[src/rtl/uart_pkg.sv]
// Shared UART definitions: clocking defaults, frame geometry, line levels and TX state encoding.
// Also used by the matching receiver so both ends agree on line polarity.
package uart_pkg;

    localparam int c_CLK_HZ             = 50000000;
    localparam int c_BAUD               = 115200;
    localparam int c_CYCLES_PER_BIT_DEF = 434;
    localparam int c_DATA_BITS          = 8;

    localparam logic c_IDLE_LVL  = 1'b1;
    localparam logic c_START_LVL = 1'b0;

    localparam logic [1:0] c_TX_IDLE  = 2'd0;
    localparam logic [1:0] c_TX_START = 2'd1;
    localparam logic [1:0] c_TX_DATA  = 2'd2;
    localparam logic [1:0] c_TX_STOP  = 2'd3;

    typedef enum logic [1:0] {
        TX_IDLE  = c_TX_IDLE,
        TX_START = c_TX_START,
        TX_DATA  = c_TX_DATA,
        TX_STOP  = c_TX_STOP
    } tx_state_e;

endpackage

[src/rtl/uart_bit_timer.sv]
// Free-running bit-period counter: counts 0..c_CYCLES-1, ticks on the last count and wraps.
// clear_i forces the count back to 0 on the following cycle.
module uart_bit_timer
    import uart_pkg::*;
#(
    parameter int c_CYCLES = c_CYCLES_PER_BIT_DEF
) (
    input  logic clk_i,
    input  logic rst_ni,
    input  logic clear_i,
    output logic tick_o
);

    localparam int             c_W    = (c_CYCLES > 1) ? $clog2(c_CYCLES) : 1;
    localparam logic [c_W-1:0] c_LAST = c_W'(c_CYCLES - 1);

    logic [c_W-1:0] cnt_q;
    logic [c_W-1:0] cnt_d;

    assign tick_o = (cnt_q == c_LAST);

    always_comb begin
        cnt_d = cnt_q + c_W'(1);
        if (clear_i || tick_o) begin
            cnt_d = '0;
        end
    end

    always_ff @(posedge clk_i or negedge rst_ni) begin
        if (!rst_ni) begin
            cnt_q <= '0;
        end else begin
            cnt_q <= cnt_d;
        end
    end

endmodule

[src/rtl/uart_tx.sv]
// 8N1 UART transmitter with a one-byte holding register so frames can run back-to-back.
// Line, active and done are all registered from the FSM state, so they stay mutually aligned.
module uart_tx
    import uart_pkg::*;
#(
    parameter int c_CYCLES_PER_BIT = c_CYCLES_PER_BIT_DEF,
    parameter int c_STOP_BITS      = 1
) (
    input  logic       i_CLK,
    input  logic       i_RESET,
    input  logic [7:0] i_TX_DATA,
    input  logic       i_TX_DV,
    output logic       o_TX_READY,
    output logic       o_SERIAL_DATA,
    output logic       o_TX_ACTIVE,
    output logic       o_TX_DONE
);

    localparam logic c_LAST_STOP = 1'(c_STOP_BITS - 1);

    tx_state_e  state_q, state_d;
    logic [7:0] hold_q, hold_d;
    logic       hold_vld_q, hold_vld_d;
    logic [7:0] shift_q, shift_d;
    logic [2:0] bit_idx_q, bit_idx_d;
    logic       stop_idx_q, stop_idx_d;
    logic       serial_q, serial_d;
    logic       active_q, active_d;
    logic       done_q, done_d;

    logic       tick;
    logic       timer_clr;
    logic       accept;
    logic       load;

    assign o_TX_READY    = !hold_vld_q;
    assign o_SERIAL_DATA = serial_q;
    assign o_TX_ACTIVE   = active_q;
    assign o_TX_DONE     = done_q;

    assign accept = i_TX_DV && !hold_vld_q;

    // Every state entry restarts the bit period; IDLE keeps the timer parked at 0.
    assign timer_clr = (state_d != state_q) || (state_q == TX_IDLE);

    uart_bit_timer #(
        .c_CYCLES (c_CYCLES_PER_BIT)
    ) u_bit_timer (
        .clk_i   (i_CLK),
        .rst_ni  (i_RESET),
        .clear_i (timer_clr),
        .tick_o  (tick)
    );

    always_comb begin
        state_d    = state_q;
        hold_d     = hold_q;
        hold_vld_d = hold_vld_q;
        shift_d    = shift_q;
        bit_idx_d  = bit_idx_q;
        stop_idx_d = stop_idx_q;
        done_d     = 1'b0;
        load       = 1'b0;

        if (accept) begin
            hold_d     = i_TX_DATA;
            hold_vld_d = 1'b1;
        end

        case (state_q)
            TX_IDLE: begin
                if (hold_vld_q) begin
                    load = 1'b1;
                end
            end
            TX_START: begin
                if (tick) begin
                    state_d   = TX_DATA;
                    bit_idx_d = '0;
                end
            end
            TX_DATA: begin
                if (tick) begin
                    shift_d = shift_q >> 1;
                    if (bit_idx_q == 3'(c_DATA_BITS - 1)) begin
                        state_d    = TX_STOP;
                        stop_idx_d = 1'b0;
                    end else begin
                        bit_idx_d = bit_idx_q + 3'd1;
                    end
                end
            end
            TX_STOP: begin
                if (tick) begin
                    if (stop_idx_q == c_LAST_STOP) begin
                        done_d = 1'b1;
                        // A waiting byte goes straight into the next start bit.
                        if (hold_vld_q) begin
                            load = 1'b1;
                        end else begin
                            state_d = TX_IDLE;
                        end
                    end else begin
                        stop_idx_d = stop_idx_q + 1'b1;
                    end
                end
            end
            default: state_d = TX_IDLE;
        endcase

        if (load) begin
            shift_d    = hold_q;
            hold_vld_d = 1'b0;
            bit_idx_d  = '0;
            state_d    = TX_START;
        end
    end

    always_comb begin
        serial_d = c_IDLE_LVL;
        case (state_q)
            TX_START: serial_d = c_START_LVL;
            TX_DATA:  serial_d = shift_q[0];
            default:  serial_d = c_IDLE_LVL;
        endcase
        active_d = (state_q != TX_IDLE);
    end

    always_ff @(posedge i_CLK or negedge i_RESET) begin
        if (!i_RESET) begin
            state_q    <= TX_IDLE;
            hold_q     <= '0;
            hold_vld_q <= 1'b0;
            shift_q    <= '0;
            bit_idx_q  <= '0;
            stop_idx_q <= 1'b0;
            serial_q   <= c_IDLE_LVL;
            active_q   <= 1'b0;
            done_q     <= 1'b0;
        end else begin
            state_q    <= state_d;
            hold_q     <= hold_d;
            hold_vld_q <= hold_vld_d;
            shift_q    <= shift_d;
            bit_idx_q  <= bit_idx_d;
            stop_idx_q <= stop_idx_d;
            serial_q   <= serial_d;
            active_q   <= active_d;
            done_q     <= done_d;
        end
    end

endmodule

[config.mk]
export PLATFORM = sky130hd
export DESIGN_NAME = uart_tx
export DESIGN_NICKNAME = d
export VERILOG_FILES = /design/src/rtl/uart_pkg.sv /design/src/rtl/uart_bit_timer.sv /design/src/rtl/uart_tx.sv
export SDC_FILE = /design/constraint.sdc
export NUM_CORES = 1
export LEC_CHECK = 0
export ABC_AREA = 1
export CAP_MARGIN = 10
export CORE_ASPECT_RATIO = 0.7
export CORE_MARGIN = 10
export CORE_UTILIZATION = 55
export CTS_BUF_LIST = sky130_fd_sc_hd__clkbuf_8
export DETAILED_ROUTE_END_ITERATION = 16
export GPL_TIMING_DRIVEN = 0
export PLACE_DENSITY_LB_ADDON = 0.1
export RECOVER_POWER = 100
export SYNTH_ARGS = -nofsm -noshare
export SYNTH_HDL_FRONTEND = slang
export SYNTH_HIERARCHICAL = 1
export SYNTH_SLANG_ARGS = --single-unit
[constraint.sdc]
create_clock -name i_CLK -period 3.05 [get_ports i_CLK]
set_clock_uncertainty 0.15 [all_clocks]
set_input_delay 0.61 -clock i_CLK [delete_from_list [all_inputs] [get_ports i_CLK]]
set_output_delay 0.61 -clock i_CLK [all_outputs]
set_load 0.05 [all_outputs]
Yosys cells after proc, flatten, opt, wreduce, memory -nomap -nowiden
Cells that the tools add are included.
{"block": "word_totals", "register_bits": 35, "wordCells": 71}
{"block": "classes", "addsub": 3, "eq_ne": 12, "n_mux": 32, "reduce_logical": 14}
{"op": "8-bit two-way mux", "n": 3}
{"op": "2-bit two-way mux", "n": 7}
{"op": "1-bit two-way mux", "n": 12}
{"op": "3-bit two-way mux", "n": 4}
{"op": "2-bit nonzero test", "n": 5}
{"op": "9-bit by 1-bit adder with 9-bit output, second input constant", "n": 1}
{"op": "9-bit equality test, second input constant", "n": 1}
{"op": "9-bit two-way mux", "n": 1}
{"op": "4-bit AND reduction", "n": 2}
{"op": "3-bit by 2-bit inequality test with 1-bit output, second input constant", "n": 2}
{"op": "1-bit case mux with 2 select lines", "n": 3}
{"op": "2-bit case mux with 3 select lines", "n": 1}
{"op": "3-bit case mux with 2 select lines", "n": 1}
{"op": "2-bit equality test, second input constant", "n": 2}
{"op": "2-bit by 1-bit inequality test with 1-bit output, second input constant", "n": 2}
{"op": "3-bit by 1-bit adder with 3-bit output, second input constant", "n": 1}
{"op": "3-bit equality test, second input constant", "n": 1}
{"op": "3-bit inequality test, second input constant", "n": 1}
{"op": "3-bit nonzero test", "n": 1}
{"op": "2-bit by 1-bit equality test with 1-bit output, second input constant", "n": 1}
{"op": "2-bit zero test", "n": 1}
{"op": "1-bit logical OR", "n": 2}
{"op": "2-bit inequality test", "n": 1}
{"op": "2-bit inequality test, second input constant", "n": 1}
{"op": "other kinds (4)", "n": 4}

Logic depth before layout (Yosys ltp)
Gate-level depths: netlist (run 1).
{"block": "depth", "word_depth": 9, "mapped_depth": 19, "mapped_depth_nobuf": 19}

Cells and area by module
The synthesis (run 1) kept the hierarchy.
{"mod": "uart_tx", "instances": 1, "cells_per_inst": 133, "area_each_um2": 1209.9, "seq_area_each_um2": 626.9}
{"mod": "uart_bit_timer", "instances": 1, "cells_per_inst": 68, "area_each_um2": 503.0, "seq_area_each_um2": 225.2}

Worst setup path before layout (run 1)
Ideal clock, no wire load.
{"block": "synth_path", "path_type": "reg-to-reg", "from": "register u_bit_timer.cnt_q[0]", "to": "register u_bit_timer.cnt_q[3]", "setup_ps": 121, "t_arrival_ps": 1773, "required_ps": 2779, "slack_ps": 1005, "stages_incl_launch_ff": 17, "synth_period_minus_slack_ps": 2045, "path_cell_list": "dfrtp_1 ha_1 nand2_1 nor2_1 nand2_1 inv_1 nand2_1 inv_2 o21ai_2 buf_6 nand2_1 nor2_1 nor2_1 nand2_1 inv_1 nand2_2 nor2_1"}
{"block": "synth_via", "elab_chain_len": 8, "word_cells_on_any_way": 13}
{"item": "start: declaration", "line": "uart_bit_timer.sv:17", "source": "logic [c_W-1:0] cnt_q;"}
{"item": "start signal: assignment", "line": "uart_bit_timer.sv:33", "source": "cnt_q <= cnt_d;"}
{"item": "9-bit equality test (*)", "line": "uart_bit_timer.sv:20", "source": "assign tick_o = (cnt_q == c_LAST);"}
{"item": "via tick", "line": "uart_tx.sv:31", "source": "logic tick;"}
{"item": "2-bit two-way mux (tied with other cells)", "line": "uart_tx.sv:94", "source": "if (tick) begin"}
{"item": "2-bit case mux with 3 select lines / 1-bit case mux with 2 select lines (equally long branches)", "line": "uart_tx.sv:70", "source": "case (state_q)"}
{"item": "2-bit two-way mux (*)", "line": "uart_tx.sv:111", "source": "if (load) begin"}
{"item": "2-bit inequality test (*)", "line": "uart_tx.sv:44", "source": "assign timer_clr = (state_d != state_q) || (state_q == TX_IDLE);"}
{"item": "1-bit logical OR (*)", "line": "uart_tx.sv:44"}
{"item": "via timer_clr", "line": "uart_tx.sv:32", "source": "logic timer_clr;"}
{"item": "1-bit logical OR (*)", "line": "uart_bit_timer.sv:24", "source": "if (clear_i || tick_o) begin"}
{"item": "9-bit two-way mux (*)", "line": "uart_bit_timer.sv:24"}
{"item": "via u_bit_timer.cnt_d[3]", "line": "uart_bit_timer.sv:18", "source": "logic [c_W-1:0] cnt_d;"}
Mark *: on every way through the listed nets, which the timed path passes. The rest lies on a longest branch.
A chain may end at the register's enable or synchronous reset.

Worst setup path in the final report (run 1)
{"block": "layout_path", "from": "register hold_vld_q", "to": "output o_TX_READY"}
{"block": "layout_via", "elab_chain_len": 1}
{"item": "start: declaration", "line": "uart_tx.sv:23", "source": "logic hold_vld_q, hold_vld_d;"}
{"item": "start signal: assignment", "line": "uart_tx.sv:143", "source": "hold_vld_q <= hold_vld_d;"}
{"item": "1-bit zero test", "line": "uart_tx.sv:36", "source": "assign o_TX_READY = !hold_vld_q;"}
{"item": "end: declaration", "line": "uart_tx.sv:13", "source": "output logic o_TX_READY,"}
No other way between the ends.

==> run summary, run 1 <==
=====================================================================================
Core Area ..............................................................    2880 um^2
Fraction of layout cells with a size suffix above 1 ....................        8.52%
Max rail drop VDD ......................................................     0.289 mV
Worst Path Max Fanout ..................................................            5
Setup_tns ..............................................................         0 ns
Diodes inserted ........................................................            0
Top library cells by usage in the layout, fill and taps aside .......... nand2_1 (53), dfrtp_1 (33), inv_1 (31)
Post-Place Setup Slack .................................................     0.684 ns
Detailed-routing iteration count for the pre-antenna-repair pass .......            4
Run status ............................................................. finished, violations left
Leakage power total ....................................................      1.01 nW
Post-synth top area share ..............................................        48.2%
Iteration-0 DRC Markers ................................................          103
Max Clock Freq .........................................................    0.405 GHz
Number of synthesis warnings ...........................................            6
Library cell used as clock root buffer .................................     clkbuf_8
Die boundary width .....................................................      86.7 um
Global-route wire length before repair .................................      5700 um
CTS clock-pin slew for the worst setup and hold paths ..................      0.07 ns
Gate count of the mapped netlist .......................................          201
Detailed Route WL ......................................................      3200 um
Total die area .........................................................    5780 um^2
Minimum clock period after layout ......................................      2.47 ns
Sequential share of the synthesized area ...............................        49.7%
Final core occ .........................................................        68.9%
Worst rel slew slack ...................................................       -18.2%
Hold violation total from the final report .............................            0
Aggregate global-route resource usage ..................................        12.2%
Total of buffers placed on input and output ports ......................           14
Post-synthesis cell type with the largest combined area ................      dfrtp_1
Synth cell types .......................................................           26
Wire length per cell after detailed routing ............................      12.4 um
Final standard cell area without fillers ...............................    1990 um^2
Worst Setup Slack, final ...............................................     0.583 ns
Cell area reported after detailed placement ............................    1890 um^2
Failing checks ......................................................... capacitance limit, slew limit
Number of synthesized flops with an enable pin .........................            0
Measured slew at the worst slew-check pin ..............................      1.77 ns
TritonCTS clock tree ...................................................        built
WP data arrival ........................................................      1.71 ns
Worst min path class ...................................................   reg -> reg
Die height .............................................................      66.7 um
Sinks on Clock Net .....................................................           34
Critical path endpoint category ........................................   output pin
Number of slew-limit violations in the final report ....................           35
DP Wirelength ..........................................................      2360 um
Post-cts hold buffer count .............................................            0
Vias in the first global route .........................................         1321
Required time of the critical path .....................................      2.29 ns
Setup repair after global routing missed its margin ....................        false
Worst Setup Start Kind .................................................         flop
Most frequent standard cell in the layout excluding fill and tap cells .      nand2_1
FP Rows ................................................................           16
Maxcap violations ......................................................            1
Number of fillers in the final layout ..................................          231
Maximum number of buffers from clock root to sink ......................            2
Post-CTS setup buffer count ............................................            0
Skew-Pair Late Insertion Delay .........................................      0.28 ns
Via total after detailed routing .......................................         1312
Power per cell area ....................................................  490 nW/um^2
Overall overflow remaining after global route ..........................            0
DRC violation count after routing ......................................            0
Final #Nets ............................................................          242
Netlist area before placement ..........................................    1710 um^2
Via density per instance ...............................................         5.07
Net count of the mapped netlist ........................................          221
Period utilisation layout ..............................................        80.9%
Commonest register cell after synthesis ................................      dfrtp_1
Maximum number of pins on one net before global-route repair ...........           35
IO Pins ................................................................           15
Share of synthesized flip-flops with an asynchronous set or reset ......         100%
Starting Density .......................................................        59.4%
Number of antenna violations at the first check in global routing ......            0
Weighted congestion at the end of routability-driven global placement ..        0.837
Top post-synthesis cells by area ....................................... dfrtp_1 (48%), nand2_1 (11%), ha_1 (6.6%)
Synthesis-stage register bit count .....................................           34
Average footprint of a synthesized cell ................................    8.52 um^2
Number of CTS-inserted buffers .........................................            5
Final number of setup-violating endpoints ..............................            0
Type of the setup path with the least slack ............................   reg -> out
Post-cts sizing count ..................................................            0
Area growth, synth to finish ...........................................        16.0%
Post-DRT Antenna Nets ..................................................            0
Deepest level of the CTS H-tree ........................................            2
=====================================================================================
sequential cells by signal (all words and copies together) (netlist names):
name / cells
u_bit_timer/cnt_q: 9
bit_idx_q: 3
o_TX_ACTIVE: 1
o_SERIAL_DATA: 1
hold_vld_q: 1
state_q: 2
shift_q: 8
o_TX_DONE: 1
hold_q: 8
worst max-delay path, cell delays in order (launching register included):
cell and delay (ns):
dfrtp_1 0.36, inv_1 0.15, dlygate4sd3_1 0.91
synth_stat cells, types with 3 or more instances:
library cell	number
a21oi_1	7
a31oi_1	3
dfrtp_1	33
ha_1	9
inv_1	27
inv_2	4
mux2_2	6
nand2_1	51
nand3_1	9
nor2_1	23
o21ai_0	9
final cells by class:
cell class	instances	area, um^2	share of cell area (%)
Tap cell	36	45.0	2.27
Inverter	31	116	5.86
Sequential cell	34	852	42.9
Clock inverter	3	37.5	1.89
Multi-Input combinational cell	133	714	36.0
Timing Repair Buffer	14	134	6.74
Clock buffer	5	68.8	3.46
Buffer	3	18.8	0.945
path summary, 6_finish.rpt:
| path | startpoint | slack [ns] | end | depth (start not counted) |
|---|---|---|---|---|
| max in group asynchronous | i_RESET | 1.09 | state_q[1] | 1 |
| max | hold_vld_q | 0.58 | o_TX_READY | 2 |
| min in group asynchronous | i_RESET | 0.65 | state_q[0] | 1 |
| min reg2reg | bit_idx_q[0] | 0.33 | bit_idx_q[0] | 1 |
| min | bit_idx_q[0] | 0.33 | bit_idx_q[0] | 1 |
| max reg2reg | u_bit_timer/cnt_q[0] | 0.61 | u_bit_timer/cnt_q[7] | 17 |
per-stage QoR:
stage | instances | total power, mW | hold WS (ns)
floorplan | 201 | 0.553 | 0.164
global placement | 251 | 0.584 | 0.309
detailed placement | 251 | 0.590 | 0.326
CTS | 259 | 0.986 | 0.268
global route | 259 | 1.02 | 0.362
finish | 259 | 0.973 | 0.326
where the power goes:
group	switching, mW	internal, mW
Sequential	0.0175	0.490
Combinational	0.0332	0.0379
Clock	0.157	0.238
Total	0.208	0.765
cell families (layout without fill, tap and decap cells):
family,after synthesis,after routing,share of synthesized area [%]
adders and majority gates,9,9,6.57
AOI/OAI and AO/OA,27,27,9.20
DFF,34,34,49.7
muxes,6,6,3.94
xor gates and xnor gates,3,3,1.53
and+or+nand+nor,88,88,21.0
buffers and inverters,34,56,8.03
metal layers:
metal	track usage (%)	wire, um
met3	4.13	165
met5	0	0
met4	4.64	23
met2	18.4	1420
met1	15.7	1590
Power figures use the tool's default switching activity.
==> run 2: changes to the inputs <==
CORE_UTILIZATION = 53   (was 55)
clock period = 2.25 ns   (was 3.05 ns; I/O delays follow)
==> run 2 against run 1 <==
Sequential power up 36%. Cell count up 2.3%. Core utilization down 4.3 points. Combinational power up 32%. Largest cell class unchanged. Flip-flop and latch count unchanged. The flow still finishes with violations (capacitance limit, slew limit).
==> run summary, run 2 (synthesized netlist as in run 1, its figures left out) <==
=====================================================================================
Run status ............................................................. finished, violations left
Failing checks ......................................................... capacitance limit, slew limit
Area growth, synth to finish ...........................................        17.9%
Deepest level of the CTS H-tree ........................................            2   unchanged
Wire length per cell after detailed routing ............................      12.0 um   -2.5%
Starting Density .......................................................        54.8%   -4.6 points
Iteration-0 DRC Markers ................................................           75   -27%
Worst-path cell with the longest stage delay ........................... clkdlybuf4s50_1
Worst r2r src ..........................................................   state_q[0]
Via total after detailed routing .......................................         1348   +2.7%
Via density per instance ...............................................         5.09   +0.42%
Worst Path Max Fanout ..................................................            1   -4
Max Clock Freq .........................................................    0.457 GHz
CP Cell Sequence ....................................................... clkdlybuf4s50_1
Count of buffering cells on the critical path with inverters included ..            1   -1
Core Area ..............................................................    3130 um^2   +8.5%
Library cell used as clock root buffer .................................     clkbuf_8
Required time of the critical path .....................................      1.65 ns   -0.64 ns
Crit path depth ........................................................            1   -1
Final #Nets ............................................................          246   +1.7%
Power per cell area ....................................................  611 nW/um^2   +25%
Period utilisation layout ..............................................        97.2%
Aggregate global-route resource usage ..................................        11.9%   -0.31 points
TritonCTS clock tree ...................................................        built
Skew-Pair Late Insertion Delay .........................................      0.28 ns   about the same
IO Pins ................................................................           15   unchanged
Detailed Route WL ......................................................      3190 um   -0.28%
Detailed-routing iteration count for the pre-antenna-repair pass .......            4   unchanged
Startpoint of the tightest hold check path ............................. bit_idx_q[0]
Maxcap violations ......................................................            1   unchanged
Origin of the worst setup path ......................................... o_SERIAL_DATA
Overall overflow remaining after global route ..........................            0   unchanged
Diodes inserted ........................................................            0   unchanged
DP Wirelength ..........................................................      2350 um   -0.23%
Die boundary width .....................................................      88.0 um   +1.4%
DP Cell Count ..........................................................          253   +0.80%
Number of CTS-inserted buffers .........................................            5   unchanged
Final number of setup-violating endpoints ..............................            0   unchanged
Die height .............................................................      67.6 um   +1.3%
Number of antenna violations at the first check in global routing ......            0   unchanged
Total of buffers placed on input and output ports ......................           14   unchanged
Net load switching power ...............................................       277 uW   +34%
Number of instances on the worst hold path .............................            1   unchanged
Total die area .........................................................    5940 um^2   +2.8%
Number of slew-limit violations in the final report ....................           35   unchanged
Setup repair after global routing missed its margin ....................        false
DRC violation count after routing ......................................            0   unchanged
Maximum number of buffers from clock root to sink ......................            2   unchanged
Leakage power total ....................................................      1.01 nW   +0.16%
Register bank with the most flops ...................................... u_bit_timer/cnt_q
Count of non-filler cells in the finished layout .......................          265   +2.3%
Power share of the sequential group ....................................        55.9%   +3.7 points
Worst Setup Start Kind .................................................         flop
Number of flip-flops under the largest register name ...................            9   unchanged
Type of the setup path with the least slack ............................   reg -> out
Slowest cell delay on critical path ....................................      0.79 ns   -0.12 ns
Measured slew at the worst slew-check pin ..............................      1.73 ns   -0.0421 ns
Registers with the highest flip-flop counts ............................ u_bit_timer/cnt_q (9), hold_q (8), shift_q (8)
Worst rel slew slack ...................................................       -15.3%   +2.8 points
Maximum number of pins on one net before global-route repair ...........           35   unchanged
Sinks on Clock Net .....................................................           34   unchanged
Critical path endpoint category ........................................   output pin
Length in cells of the worst reg-to-reg path ...........................           13   -4
Weighted congestion at the end of routability-driven global placement ..        0.904   +7.9%
Top library cells by usage in the layout, fill and taps aside .......... nand2_1 (51), dfrtp_1 (33), inv_1 (28)
Proportion of power drawn by combinational gates .......................         7.6%   +0.3 points
Internal power of the cells ............................................       956 uW   +25%
CTS clock-pin slew for the worst setup and hold paths ..................      0.07 ns   about the same
Most frequent standard cell in the layout excluding fill and tap cells .      nand2_1
Post-cts hold buffer count .............................................            0   unchanged
Hold violation total from the final report .............................            0   unchanged
Minimum clock period after layout ......................................      2.19 ns
Post-DRT Antenna Nets ..................................................            0   unchanged
Max rail drop VDD ......................................................     0.597 mV   +110%
Portion of total power attributed to the clock network .................        36.5%   -4.0 points
Fraction of layout cells with a size suffix above 1 ....................        13.2%   +4.7 points
Global-route wire length before repair .................................      5600 um   -1.7%
Net switching fraction of the power ....................................        22.5%   +1.2 points
Worst min path class ...................................................   reg -> reg
WP data arrival ........................................................      1.59 ns   -0.12 ns
Vias in the first global route .........................................         1270   -3.9%
FP Rows ................................................................           17   +1
Overall power consumption ..............................................      1.23 mW   +27%
Critical path's top delay family ....................................... buffers and inverters
=====================================================================================
-- run 2: worst paths after layout --
check | to | slack [ns]
setup / recovery | o_SERIAL_DATA | 0.06
hold / removal | bit_idx_q[0] | 0.34
hold reg to reg | bit_idx_q[0] | 0.34
min in group asynchronous | state_q[0] | 0.46
max in group asynchronous | u_bit_timer/cnt_q[0] | 0.48
setup reg to reg | u_bit_timer/cnt_q[5] | 0.20
-- run 2: power by group through the flow --
stage | clock network, mW | registers [mW] | logic (mW)
global placement | 0 | 0.696 | 0.0955
CTS | 0.466 | 0.689 | 0.100
detailed placement | 0 | 0.699 | 0.101
global route | 0.494 | 0.696 | 0.106
floorplan | 0 | 0.690 | 0.0587
finish | 0.450 | 0.690 | 0.0937
-- run 2: layer usage --
layer	up-vias	share of wire (%)	track usage, %
met3	5	5.5	4.33
met1	637	48	14.9
met2	29	45	17.2
li1	677	-	-
met4	0	1.1	6.94
met5	-	0	0
-- run 2: repair_timing --
item,in CTS,in global routing
endpoints found under the setup margin,8,10
setup buffers,1,3
pin swaps,0,0
gates resized for setup,1,6
-- run 2: metrics by stage --
step	TNS (ns)	instance area [um^2]	util [%]	worst slack (ns)	hold WS, ns
floorplan	0	1710	-	0.205	0.00441
global placement	-3.40	1900	60.8	-0.0907	0.309
detailed placement	-0.488	1900	60.6	-0.0644	0.332
CTS	0	1990	63.8	0.00987	0.101
global route	0	2020	64.6	0.0152	0.366
finish	0	2020	64.6	0.0638	0.341
-- run 2: final cells by class --
class / count / area, um^2
clock inverter: 2 / 8.76
buffer: 3 / 18.8
tap: 38 / 47.5
clock buffer: 6 / 82.6
inverter: 31 / 116
multi-input combinational: 133 / 738
fill: 252 / 1110
timing repair buffer: 18 / 155
sequential: 34 / 852
==> run 3: changes to the inputs <==
CORE_UTILIZATION = 55   (was 53)
REMOVE_ABC_BUFFERS = 1   (was default)
clock period = 2.33 ns   (was 2.25 ns; I/O delays follow)
==> run 3 against run 2 <==
The run now ends clean. Flip-flop and latch count unchanged. Critical path depth up 1. Via count decreased by 1.9%. Combinational power hardly changed. Register-to-register slack hardly changed. Cell count fell by 2.3%. Clock power down 4.4%. Worst hold slack lost 0.25 ns. Critical endpoint is now o_TX_READY. Largest power group unchanged.
==> run summary, run 3 (synthesized netlist as in run 1, its figures left out) <==
=====================================================================================
Run status ............................................................. finished, final reports clean
Weighted congestion at the end of routability-driven global placement ..        0.841   -6.9%
Via total after detailed routing .......................................         1323   -1.9%
Slowest cell delay on critical path ....................................      0.83 ns   +0.04 ns
CTS clock-pin slew for the worst setup and hold paths ..................      0.06 ns   about the same
Via density per instance ...............................................         5.11   +0.42%
DP Wirelength ..........................................................      2290 um   -2.8%
TritonCTS clock tree ...................................................        built
Final #Nets ............................................................          242   -1.6%
Most frequent standard cell in the layout excluding fill and tap cells .      nand2_1
Required time of the critical path .....................................      1.71 ns   +0.06 ns
Global-route wire length before repair .................................      5990 um   +6.9%
Measured slew at the worst slew-check pin ..............................     0.734 ns   -0.996 ns
Area growth, synth to finish ...........................................        17.4%
Area of all sequential standard cells ..................................     853 um^2   +0.15%
Worst-path cell with the longest stage delay ........................... clkdlybuf4s50_1
Setup slack, reg-to-reg ................................................      0.19 ns   about the same
Worst r2r src .......................................................... u_bit_timer/cnt_q[1]
IO Pins ................................................................           15   unchanged
Vias in the first global route .........................................         1329   +4.6%
Worst Path Max Fanout ..................................................            5   +4
Max Clock Freq .........................................................    0.450 GHz
CP Cell Sequence ....................................................... inv_1 > clkdlybuf4s50_1
Top library cells by usage in the layout, fill and taps aside .......... nand2_1 (50), dfrtp_1 (32), inv_1 (26)
Detailed Route WL ......................................................      3380 um   +6.0%
FP Rows ................................................................           16   -1
DRC violation count after routing ......................................            0   unchanged
Number of slew-limit violations in the final report ....................            0   -100%
Length in cells of the worst reg-to-reg path ...........................           16   +3
Registers with the highest flip-flop counts ............................ u_bit_timer/cnt_q (9), hold_q (8), shift_q (8)
Wire length per cell after detailed routing ............................      13.1 um   +8.5%
Hold violation total from the final report .............................            0   unchanged
Leakage power total ....................................................     0.992 nW   -2.1%
Sinks on Clock Net .....................................................           34   unchanged
Post-DRT Antenna Nets ..................................................            0   unchanged
Deepest level of the CTS H-tree ........................................            2   unchanged
Total die area .........................................................    5780 um^2   -2.7%
Critical path's top delay family ....................................... buffers and inverters
Number of flip-flops under the largest register name ...................            9   unchanged
Maximum number of buffers from clock root to sink ......................            2   unchanged
Worst rel slew slack ...................................................        51.1%   +66 points
Register bank with the most flops ...................................... u_bit_timer/cnt_q
Number of fillers in the final layout ..................................          216   -14%
Maxcap violations ......................................................            0   -1
Post-cts hold buffer count .............................................            0   unchanged
Final core occ .........................................................        69.7%   +5.2 points
Starting Density .......................................................        59.4%   +4.6 points
Number of antenna violations at the first check in global routing ......            0   unchanged
Number of CTS-inserted buffers .........................................            5   unchanged
Overall power consumption ..............................................      1.19 mW   -3.8%
Overall overflow remaining after global route ..........................            0   unchanged
Core Area ..............................................................    2880 um^2   -7.8%
Worst Setup Start Kind .................................................         flop
Fraction of layout cells with a size suffix above 1 ....................        15.2%   +2.0 points
DP Cell Count ..........................................................          248   -2.0%
Worst min path class ...................................................  in -> async
Type of the setup path with the least slack ............................   reg -> out
Max rail drop VDD ......................................................     0.486 mV   -18%
Count of non-filler cells in the finished layout .......................          259   -2.3%
Minimum clock period after layout ......................................      2.22 ns
Multi-input gate area ..................................................     752 um^2   +1.9%
Iteration-0 DRC Markers ................................................           83   +11%
Period utilisation layout ..............................................        95.4%
WP data arrival ........................................................      1.61 ns   +0.02 ns
Diodes inserted ........................................................            0   unchanged
Maximum number of pins on one net before global-route repair ...........           35   unchanged
Endpoint of the worst-slack reg-to-reg timing path ..................... u_bit_timer/cnt_q[7]
Count of buffering cells on the critical path with inverters included ..            2   +1
Power per cell area ....................................................  590 nW/um^2   -3.3%
Final number of setup-violating endpoints ..............................            0   unchanged
Hold slack final .......................................................    0.0941 ns   -0.247 ns
Aggregate global-route resource usage ..................................        13.1%   +1.2 points
Die boundary width .....................................................      86.7 um   -1.4%
Die height .............................................................      66.7 um   -1.3%
Critical path endpoint category ........................................   output pin
Skew-Pair Late Insertion Delay .........................................      0.28 ns   about the same
Detailed-routing iteration count for the pre-antenna-repair pass .......            4   unchanged
Library cell used as clock root buffer .................................     clkbuf_8
Total of buffers placed on input and output ports ......................           14   unchanged
=====================================================================================
run 3: cell count changes in the layout (fill, tap and decap cells not counted), moves of 2 or more:
| cell | change |
|---|---|
| clkdlybuf4s50_1 | +3 |
| clkbuf_1 | -4 |
| dlygate4sd3_1 | -2 |
| inv_1 | -2 |
run 3: area by class of cell:
class,instances,share of cell area [%]
sequential,34,42.4
inverter,31,5.91
clock buffer,6,4.11
timing repair buffer,16,7.47
clock inverter,2,0.436
tap,36,2.24
multi-input combinational,134,37.4
run 3: through the flow:
step	cell area (um^2)	TNS, ns	setup slack, ns
global placement	1880	-3.25	-0.358
detailed placement	1870	-3.44	-0.367
global route	2010	-0.343	-0.0631
floorplan	1690	0	0.00342
CTS	1990	0	0.0549
finish	2010	0	0.107
run 3: worst max path at each step:
stage | startpoint | end | slack (ns) | cells past startpoint
after floorplan | u_bit_timer/cnt_q[0] | u_bit_timer/cnt_q[7] | 0.003 | 16
after global placement | u_bit_timer/cnt_q[0] | u_bit_timer/cnt_q[4] | -0.36 | 15
after detailed placement | u_bit_timer/cnt_q[0] | u_bit_timer/cnt_q[3] | -0.37 | 16
after CTS | u_bit_timer/cnt_q[0] | u_bit_timer/cnt_q[3] | 0.05 | 16
after global routing | u_bit_timer/cnt_q[1] | u_bit_timer/cnt_q[0] | -0.06 | 18
final | hold_vld_q | o_TX_READY | 0.11 | 2
run 3: worst register-to-register path: stages, from the launching register on:
cell,delay [ns]
dfrtp_1,0.40
inv_1,0.06
ha_1,0.13
nand2_1,0.05
nor2_1,0.17
nand2_2,0.13
inv_4,0.12
nand2_1,0.07
inv_2,0.12
o21ai_4,0.08
nand2_1,0.12
nor2_1,0.05
nor2_1,0.08
nand2_1,0.07
inv_2,0.07
nand2_4,0.09
a21oi_2,0.12
run 3: layer usage:
| metal | vias up | part of all wire, % | GRT usage [%] |
|---|---|---|---|
| li1 | 674 | - | - |
| met1 | 618 | 47 | 15.2 |
| met2 | 24 | 46 | 20.9 |
| met3 | 7 | 4.5 | 5.10 |
| met4 | 0 | 2.1 | 6.05 |
| met5 | - | 0 | 0 |
run 3: where the power goes:
part           internal (mW)  switching, mW  total (mW)
logic                 0.0503         0.0433      0.0936
clock network          0.234          0.197       0.430
registers              0.641         0.0223       0.664
total                  0.925          0.262        1.19
run 3: what timing repair did:
item | in CTS | in global routing
gates cloned | 1 | 0
gates resized for setup | 1 | 8
endpoints found under the setup margin | 13 | 10
buffers inserted | 1 | 1
pin swaps | 1 | 2
